`config.mk`:
```
export PLATFORM = sky130hd
export DESIGN_NAME = dcache_axi_rd_ctrl
export DESIGN_NICKNAME = d
export VERILOG_FILES = /design/src/rtl/dcache_axi_pkg.sv /design/src/rtl/dcache_axi_rd_ctrl.sv
export SDC_FILE = /design/constraint.sdc
export NUM_CORES = 1
export LEC_CHECK = 0
export ABC_AREA = 1
export CORE_AREA = 2 2 79 81
export DETAILED_ROUTE_END_ITERATION = 16
export DIE_AREA = 0 0 81 83
export PLACE_DENSITY = 0.9
export SLEW_MARGIN = 20
export SYNTH_ARGS = -nofsm -noshare
export SYNTH_HDL_FRONTEND = slang
export SYNTH_SLANG_ARGS = --single-unit
```
`constraint.sdc`:
```
create_clock -name clk -period 2.38 [get_ports clk]
set_input_delay 0.238 -clock clk [delete_from_list [all_inputs] [get_ports clk]]
set_output_delay 0.238 -clock clk [all_outputs]
set_load 0.05 [all_outputs]
```
`src/rtl/dcache_axi_pkg.sv`:
```
// Shared types and AXI constants for the D-cache AXI read side.
// line_align clears the byte offset within a cache line.
package dcache_axi_pkg;

  typedef enum logic [1:0] {
    IDLE = 2'd0,
    AR   = 2'd1,
    R    = 2'd2,
    DONE = 2'd3
  } rd_state_t;

  localparam logic [1:0] BURST_INCR = 2'b01;
  localparam logic [1:0] RESP_OKAY  = 2'b00;
  localparam logic [2:0] SIZE_4B    = 3'b010;

  // line_bytes must be a power of two.
  function automatic logic [63:0] line_align(input logic [63:0] addr,
                                             input int unsigned line_bytes);
    return addr & ~(64'(line_bytes) - 64'd1);
  endfunction

endpackage

```
`src/rtl/dcache_axi_rd_ctrl.sv`:
```
// D-cache refill read controller: one INCR burst of LINE_BEATS beats per
// request, beats forwarded combinationally to the return buffer.
module dcache_axi_rd_ctrl
  import dcache_axi_pkg::*;
#(
  parameter int ADDR_W     = 32,
  parameter int DATA_W     = 32,
  parameter int LINE_BEATS = 4
) (
  input  logic              clk,
  input  logic              rstn,
  input  logic              rd_req,
  input  logic [ADDR_W-1:0] rd_addr,
  output logic              rd_rdy,
  output logic              refill_done,
  output logic              refill_err,
  output logic [ADDR_W-1:0] araddr,
  output logic [7:0]        arlen,
  output logic [2:0]        arsize,
  output logic [1:0]        arburst,
  output logic              arvalid,
  input  logic              arready,
  input  logic [DATA_W-1:0] rdata,
  input  logic [1:0]        rresp,
  input  logic              rlast,
  input  logic              rvalid,
  output logic              rready,
  output logic              d_arvalid,
  output logic              d_rvalid,
  output logic              d_rlast,
  output logic [DATA_W-1:0] d_rdata
);

  localparam int unsigned LINE_BYTES = LINE_BEATS * DATA_W / 8;
  localparam int          CNT_W      = (LINE_BEATS > 1) ? $clog2(LINE_BEATS) : 1;
  localparam logic [CNT_W-1:0] LAST_CNT = CNT_W'(LINE_BEATS - 1);

  rd_state_t         state_q;
  logic [CNT_W-1:0]  cnt_q;
  logic              err_q;
  logic [ADDR_W-1:0] araddr_q;
  logic              rd_rdy_q;
  logic              arvalid_q;
  logic              rready_q;
  logic              done_q;
  logic              refill_err_q;

  logic [ADDR_W-1:0] line_addr;
  logic              beat;
  logic              cnt_last;
  logic              final_beat;
  logic              beat_err;

  assign line_addr  = ADDR_W'(line_align(64'(rd_addr), LINE_BYTES));
  // rready_q is only ever high in R, so it also gates forwarding.
  assign beat       = rvalid & rready_q;
  assign cnt_last   = (cnt_q == LAST_CNT);
  assign final_beat = beat & (rlast | cnt_last);
  // rlast disagreeing with the beat count covers both early and missing rlast.
  assign beat_err   = beat & ((rresp != RESP_OKAY) | (rlast != cnt_last));

  always_ff @(posedge clk or negedge rstn) begin
    if (!rstn) begin
      state_q      <= IDLE;
      cnt_q        <= '0;
      err_q        <= 1'b0;
      araddr_q     <= '0;
      rd_rdy_q     <= 1'b1;
      arvalid_q    <= 1'b0;
      rready_q     <= 1'b0;
      done_q       <= 1'b0;
      refill_err_q <= 1'b0;
    end else begin
      // NOTE: non-blocking assignments here so every register samples the
      // pre-edge values regardless of statement order.
      case (state_q)
        IDLE: begin
          if (rd_req) begin
            araddr_q  <= line_addr;
            cnt_q     <= '0;
            err_q     <= 1'b0;
            rd_rdy_q  <= 1'b0;
            arvalid_q <= 1'b1;
            state_q   <= AR;
          end
        end
        AR: begin
          if (arready) begin
            arvalid_q <= 1'b0;
            rready_q  <= 1'b1;
            state_q   <= R;
          end
        end
        R: begin
          if (beat) begin
            cnt_q <= cnt_q + CNT_W'(1);
            if (beat_err) err_q <= 1'b1;
          end
          if (final_beat) begin
            rready_q     <= 1'b0;
            done_q       <= 1'b1;
            refill_err_q <= err_q | beat_err;
            state_q      <= DONE;
          end
        end
        DONE: begin
          done_q       <= 1'b0;
          refill_err_q <= 1'b0;
          rd_rdy_q     <= 1'b1;
          state_q      <= IDLE;
        end
        default: state_q <= IDLE;
      endcase
    end
  end

  assign rd_rdy      = rd_rdy_q;
  assign refill_done = done_q;
  assign refill_err  = refill_err_q;
  assign araddr      = araddr_q;
  assign arlen       = 8'(LINE_BEATS - 1);
  assign arsize      = (DATA_W == 32) ? SIZE_4B : 3'($clog2(DATA_W / 8));
  assign arburst     = BURST_INCR;
  assign arvalid     = arvalid_q;
  assign rready      = rready_q;
  assign d_arvalid   = arvalid_q;
  assign d_rvalid    = beat;
  assign d_rlast     = final_beat;
  assign d_rdata     = rdata;

endmodule

```
Word level (Yosys, flattened, before mapping)
Cells that the tools add are included.
{"block": "classes", "add_sub_neg": 1, "mul": 0, "n_div": 0, "magnitude_cmp": 0, "eq_ne": 10, "shifts": 0, "muxes": 22, "bitwise": 6, "n_reduce_logical": 15}
{"cell": "$pmux 1 s2", "count": 6}
{"cell": "$reduce_and 3->1", "count": 4}
{"cell": "$reduce_bool 2->1", "count": 6}
{"cell": "$mux 2", "count": 5}
{"cell": "$ne 2x2->1 const B", "count": 5}
{"cell": "$mux 1", "count": 9}
{"cell": "$pmux 2 s4", "count": 1}
{"cell": "$eq 2x2->1 const B", "count": 3}
{"cell": "$reduce_and 2->1", "count": 3}
{"cell": "$pmux 2 s2", "count": 1}
{"cell": "$reduce_and 4->1", "count": 1}
{"cell": "$and 1x1->1", "count": 3}
{"cell": "$or 1x1->1", "count": 3}
{"cell": "$add 2x1->2 const B", "count": 1}
{"cell": "$eq 2x1->1 const B", "count": 1}
{"cell": "$logic_not 2->1", "count": 1}
{"cell": "$ne 1x1->1", "count": 1}
{"block": "totals", "reg_bits": 38, "latch_bits": 0, "ram_bits": 0, "mem_bits_ro": 0, "input_bits": 72, "out_inout_bits": 85, "wordCells": 63, "mem_count": 0}

Longest topological paths before layout
Gate-level depths: netlist (run 1).
{"block": "logic_depth", "word_depth": 7, "depth_mapped": 9, "mapped_depth_nobuf": 9}

Worst setup path before layout (run 1)
Ideal clock, no wire load.
{"block": "synth_timing", "path_type": "register to register", "from": "reg rready_q (netlist: rready)", "to": "reg refill_err_q (netlist: refill_err)", "setup_ns": 0.067, "arrival_time_ns": 1.873, "required_time_ns": 2.313, "slack_ns": 0.440, "stages_incl_launch_ff": 7, "n_path_buf": 0, "synth_period_minus_slack_ns": 1.940, "cell_sequence": "dfrtp_1 nand2_1 nor2_1 nand3_1 inv_1 nand2_1 nand2_1"}
{"block": "synth_between", "word_cells_on_any_way": 8, "cone_classes": "eq/ne: 1; mux: 2; bitwise: 4; reduce/logical: 1"}
{"element": "start, declared", "line_no": "dcache_axi_rd_ctrl.sv:44", "rtl": "logic rready_q;"}
{"element": "start signal, assigned", "line_no": "dcache_axi_rd_ctrl.sv:70", "rtl": "rready_q <= 1'b0;"}
{"element": "start signal, assigned", "line_no": "dcache_axi_rd_ctrl.sv:90", "rtl": "rready_q <= 1'b1;"}
{"element": "start signal, assigned", "line_no": "dcache_axi_rd_ctrl.sv:100", "rtl": "rready_q <= 1'b0;"}
{"element": "$and 1x1->1", "line_no": "dcache_axi_rd_ctrl.sv:56", "rtl": "assign beat = rvalid & rready_q;"}
{"element": "$and 1x1->1", "line_no": "dcache_axi_rd_ctrl.sv:58", "rtl": "assign final_beat = beat & (rlast | cnt_last);"}
{"element": "net d_rlast", "line_no": "dcache_axi_rd_ctrl.sv:30", "rtl": "output logic d_rlast,"}
{"element": "$ne 2x2->1 (no source line)"}
{"element": "$reduce_and 2->1 (no source line)"}
{"element": "end signal, assigned", "line_no": "dcache_axi_rd_ctrl.sv:102", "rtl": "refill_err_q <= err_q | beat_err;"}
{"element": "end, declared", "line_no": "dcache_axi_rd_ctrl.sv:46", "rtl": "logic refill_err_q;"}
The timed path passes the listed nets, and every way through them passes these cells. The select of a mux whose other input is x is not followed.
A chain may end at the register's enable or synchronous reset.

Worst setup path after layout (run 1)
{"block": "layout_timing", "from": "in rvalid", "to": "out d_rvalid"}
{"block": "layout_between", "elab_chain_cells": 1}
{"element": "start, declared", "line_no": "dcache_axi_rd_ctrl.sv:26", "rtl": "input logic rvalid,"}
{"element": "$and 1x1->1", "line_no": "dcache_axi_rd_ctrl.sv:56"}
{"element": "end, declared", "line_no": "dcache_axi_rd_ctrl.sv:29", "rtl": "output logic d_rvalid,"}
Every way passes these cells.

==> results.py, run 1 <==
metrics = {
    "outcome": {
        "status": "finished, final reports clean",
    },
    "logic_synthesis": {
        "ys_seq_area_share_pct": 46.4,
        "synth_top_area_cell": "dfrtp_1",
        "post_synth_xor_area_fraction_pct": 0,
        "avgSynthCellArea_um2": 8.18,
        "synth_adder_area_share_pct": 3.66,
        "synth.distinct_cells": 22,
        "synth_compound_area_share_pct": 2.87,
        "synth.most_common_cell": "nand2_1",
        "synth_top_family_by_area": "buffers and inverters",
        "synth_mux_area_share_pct": 0,
        "syn_inst": 251,
        "ys_warn_count": 0,
        "ys_async_sr_fraction_pct": 100,
        "synthFlopType": "dfrtp_1",
        "ys_ff_latch": 38,
        "synthesis.area_um2": 2050,
        "ys_top_cells_by_area": "dfrtp_1, nand2_1, buf_4, ha_1, inv_1",
        "synth_top_cell_area_share_pct": 45.1,
        "synth_edf_count": 0,
        "synth_common_cells": "nand2_1, buf_4, dfrtp_1",
        "yosys.area_share.simple_pct": 23.0,
    },
    "routing": {
        "vias_per_cell": 4.28,
        "drc": 0,
        "drtAntennaViolNets": 0,
        "drtIter0Drc": 38,
        "drtPass1Iterations": 4,
        "vias": 1557,
        "wl_per_cell_um": 11.4,
        "drt_wl_total_um": 4140,
    },
    "global_routing": {
        "antenna_found_initial": 0,
        "grt_pass1_wl_um": 6600,
        "grt_max_degree": 39,
        "grt_pass1_vias": 1498,
        "grt_remaining_overflow": 0,
        "grtUsageTotal_pct": 12.3,
    },
    "power_and_ir_drop": {
        "p_leak_uw": 0.00134,
        "p_per_area_nw_per_um2": 1560,
        "vdd_drop_max_mv": 0.819,
    },
    "die": {
        "ios": 157,
        "die_w_um": 81,
        "coreArea_um2": 5820,
        "rows": 28,
        "die_h_um": 83,
        "start_util_pct": 35.3,
        "die_area_um2": 6720,
    },
    "clock_tree": {
        "cts_buffer_depth": 2,
        "cts_buffers": 5,
        "cts_tree": "built",
        "path_clk_slew_ns": 0.08,
        "clk-insertion-delay-late_ns": 0.28,
        "clock_sinks": 38,
        "postCtsHoldBufs": 0,
        "cts_resized": 0,
        "cts_max_level": 2,
        "post-cts-setup-buffer-count": 0,
        "root_buffer": "clkbuf_8",
    },
    "timing": {
        "timing.fmax_mhz": 509,
        "min_period_ns": 1.97,
        "setup_violations": 0,
        "tns_ns": 0,
        "hold_viol_final": 0,
        "rsz0062_at_grt": "no",
        "worst_clock_skew_ns": 0.00430,
        "worst_slack_ns": 0.414,
        "tightest_slew_ns": 0.823,
        "slew_headroom_pct": 45.1,
        "drv_slew": 0,
        "min_period_over_period_pct": 82.6,
    },
    "placement": {
        "pre_cts_ws_ns": 0.421,
        "gp_congestion": 0.844,
        "place_hpwl_um": 3020,
        "numPlacedInstances": 356,
        "io_buffers": 71,
    },
    "setup_path": {
        "crit_path_end_kind": "output pin",
        "crit_type": "input pin to output pin",
        "cp_max_fo": 4,
        "required_ns": 2.14,
        "worstSetupStartpointType": "input pin",
        "cp.arrival_ns": 1.73,
    },
    "cells_and_area": {
        "drive_gt1_share_pct": 5.88,
        "area_growth_pct": 26.6,
        "diodes": 0,
        "fin_cells": 364,
        "fin_nets": 366,
    },
    "worst_hold_path": {
        "hold_path.class": "input pin to asynchronous set/reset pin",
    },
    "flow_run": {
        "max-cap-violations": 0,
    },
}
routing by layer:
layer  vias to the layer above  global-route usage, %  wire length [um]
li1                        762                      -                 -
met4                         0                   4.01                37
met3                         9                   5.00               416
met5                         -                      0                 0
met2                        78                   20.1              1970
met1                       708                   14.5              1720
power by group:
group	switching [uW]	leakage, uW	internal [uW]	total (uW)
clock network	228	0.0000579	309	537
registers	173	0.000477	952	1120
logic	1630	0.000809	756	2380
state kept, by name, indices dropped and copies added, names as in the netlist:
register and flops:
araddr 28, arvalid 1, cnt_q 2, err_q 1, rd_rdy 1, refill_done 1, refill_err 1, rready 1
state_q 2
cells by family after synthesis:
group,after synthesis
buffers and inverters,74
AND/OR/NAND/NOR,121
AO/OA/AOI/OAI,10
other,2
flip-flops,38
adder cells (fa/ha/maj),6
critical path, stage by stage:
cell and delay, ns:
clkdlybuf4s50_1 0.48, nand2_1 0.11, inv_1 0.09, clkdlybuf4s50_1 0.80
area by class of cell:
type                       instances  area (um2)
inverter                          17        63.8
clock inverter                     3        40.0
tap                               75        93.8
multi-input combinational        154         669
clock buffer                       5        68.8
fill                             571        3220
timing repair buffer              72         711
sequential                        38         952
through the flow:
stage	hold WS (ns)	utilization, %	cell area [um2]	total power, uW
finish	0.0450	44.7	2600	4050
global route	0.115	44.7	2600	4290
CTS	0.0786	44.7	2600	4100
detailed placement	0.400	42.8	2490	3530
global placement	0.395	42.8	2490	3480
floorplan	-0.0576	-	2110	2950
path summary, 6_finish.rpt:
path,slack [ns],depth (start not counted),from,end
max,0.41,4,rvalid,d_rvalid
min,0.04,1,rstn,araddr[19]
max reg2reg,0.84,7,state_q[0],err_q
min reg2reg,0.48,2,araddr[31],araddr[31]
max in group asynchronous,1.82,1,rstn,araddr[9]
min in group clk,0.48,0,rdata[14],d_rdata[14]
placed cells by master, fill, tap and decap left out, types with 3 or more instances in the layout:
cell type,count
dfrtp_1,37
clkdlybuf4s50_1,69
o21ai_0,4
clkbuf_8,5
inv_1,15
ha_1,6
nor2_1,4
nand3_1,3
nand2_1,110
conb_1,17
No activity file was read; power rests on OpenSTA's default activity.
==> run 2: changes to the inputs <==
--- a/config.mk
+++ b/config.mk
@@ -6,10 +6,10 @@
 export NUM_CORES = 1
 export LEC_CHECK = 0
 export ABC_AREA = 1
-export CORE_AREA = 2 2 79 81
+export CORE_AREA = 2 2 85 87
 export DETAILED_ROUTE_END_ITERATION = 16
-export DIE_AREA = 0 0 81 83
-export PLACE_DENSITY = 0.9
+export DIE_AREA = 0 0 87 89
+export PLACE_DENSITY = 0.83
 export SLEW_MARGIN = 20
 export SYNTH_ARGS = -nofsm -noshare
 export SYNTH_HDL_FRONTEND = slang
==> constraint.sdc (replaced) <==
create_clock -name clk -period 1.8 [get_ports clk]
set_input_delay 0.18 -clock clk [delete_from_list [all_inputs] [get_ports clk]]
set_output_delay 0.18 -clock clk [all_outputs]
set_load 0.05 [all_outputs]
==> run 2 against run 1 <==
Net effect: the run now ends with negative hold slack left; final area increased by 2.1%; sequential power is 34% higher; cell count grew 1.6%; power up 34%; largest cell class unchanged; highest routed layer unchanged.
==> results.py, run 2 (synthesis gave the netlist of run 1 again) <==
metrics = {
    "setup_path": {
        "worstSetupStartpointType": "flop",
        "cp.arrival_ns": 1.50,
        "critPathSlowestCell": "clkdlybuf4s50_1",
        "crit_path_end_kind": "output pin",
        "cp_max_fo": 4,
        "ff2ff_setup_slack_ns": 0.34,
        "required_ns": 1.62,
        "cp_slowest_stage_delay_ns": 0.82,
        "critPathTopFamily": "buffers and inverters",
        "crit_type": "flop to output pin",
        "critPathBufInv": 1,
        "path_cells": "clkdlybuf4s50_1",
    },
    "timing": {
        "hold_viol_final": 4,
        "tns_ns": 0,
        "worst_clock_skew_ns": 0.00613,
        "drv_slew": 0,
        "slew_headroom_pct": 43.4,
        "timing.fmax_mhz": 595,
        "worst_slack_ns": 0.118,
        "setup_violations": 0,
        "min_period_over_period_pct": 93.4,
        "tightest_slew_ns": 0.849,
        "rsz0062_at_grt": "no",
        "min_period_ns": 1.68,
        "holdWs_ns": -0.00252,
    },
    "die": {
        "ios": 157,
        "rows": 30,
        "die_area_um2": 7740,
        "die_h_um": 89,
        "start_util_pct": 30.5,
        "die_w_um": 87,
        "coreArea_um2": 6720,
    },
    "outcome": {
        "status": "finished with violations",
        "violations": "negative hold slack",
    },
    "cells_and_area": {
        "final_common_cell": "nand2_1",
        "area_growth_pct": 29.3,
        "n_fill_cell": 667,
        "finalCoreUtilization_pct": 39.5,
        "layout_common_cells": "nand2_1, clkdlybuf4s50_1, dfrtp_1",
        "largest_reg_flops": 28,
        "drive_gt1_share_pct": 7.24,
        "fin_nets": 367,
        "diodes": 0,
    },
    "routing": {
        "drtAntennaViolNets": 0,
        "wl_per_cell_um": 11.5,
        "drtIter0Drc": 20,
        "vias_per_cell": 4.16,
        "vias": 1539,
        "drc": 0,
        "drt_wl_total_um": 4240,
        "drtPass1Iterations": 4,
    },
    "clock_tree": {
        "cts_buffer_depth": 2,
        "cts_buffers": 5,
        "postCtsHoldBufs": 0,
        "root_buffer": "clkbuf_8",
        "clk-insertion-delay-late_ns": 0.28,
        "clock_sinks": 38,
        "path_clk_slew_ns": 0.08,
        "cts_max_level": 2,
        "cts_resized": 0,
        "post-cts-setup-buffer-count": 0,
        "cts_tree": "built",
    },
    "global_routing": {
        "grt_max_degree": 39,
        "grt_pass1_wl_um": 7220,
        "grt_pass1_vias": 1615,
        "antenna_found_initial": 0,
        "grtUsageTotal_pct": 11.8,
        "grt_remaining_overflow": 0,
    },
    "power_and_ir_drop": {
        "p_leak_uw": 0.00135,
        "vdd_drop_max_mv": 1.03,
        "p_per_area_nw_per_um2": 2040,
    },
    "placement": {
        "pre_cts_ws_ns": 0.276,
        "io_buffers": 71,
        "gp_congestion": 0.751,
        "place_hpwl_um": 3190,
    },
    "flow_run": {
        "max-cap-violations": 0,
    },
    "worst_hold_path": {
        "hold_path.class": "input pin to asynchronous set/reset pin",
    },
}
## run 2: final timing paths
check	start	to	depth (start not counted)
worst max-delay path	rready	rready	1
worst min-delay path	rstn	araddr[28]	1
worst max register to register	state_q[0]	cnt_q[0]	5
worst min register to register	araddr[7]	araddr[7]	2
max in group asynchronous	rstn	refill_err	1
min in group clk	rdata[10]	d_rdata[10]	0
## run 2: power by group
part	leakage (uW)	total [uW]	internal [uW]	switching (uW)
clock	0.0000504	726	412	313
sequential	0.000477	1500	1260	237
combinational	0.000826	3200	1040	2160
total	0.00135	5420	2710	2710
## run 2: metrics by stage
step / instances / area (um2) / total power, uW
floorplan: 266 / 2110 / 3900
global placement: 362 / 2540 / 4660
detailed placement: 362 / 2540 / 4740
CTS: 370 / 2650 / 5500
global route: 370 / 2650 / 5800
finish: 370 / 2650 / 5420
## run 2: layer usage
| metal | global-route usage, % | share of wire [%] |
|---|---|---|
| met3 | 4.43 | 8.3 |
| met1 | 13.4 | 42 |
| met2 | 20.8 | 49 |
| met5 | 0 | 0 |
| met4 | 3.55 | 0.52 |
## run 2: worst reg2reg max path, cell delays in order (launching register included)
cell and delay [ns]:
dfrtp_1 0.41, inv_1 0.11, ha_1 0.34, inv_2 0.10, or2_2 0.28, o21ai_1 0.15
## run 2: final cells by class
cell class,instances,area (um2),share of cell area (%)
sequential,38,952,35.9
timing repair buffer,73,751,28.3
multi-input combinational,154,672,25.3
tap,80,100,3.77
clock buffer,5,68.8,2.59
inverter,17,63.8,2.41
clock inverter,3,45.0,1.70
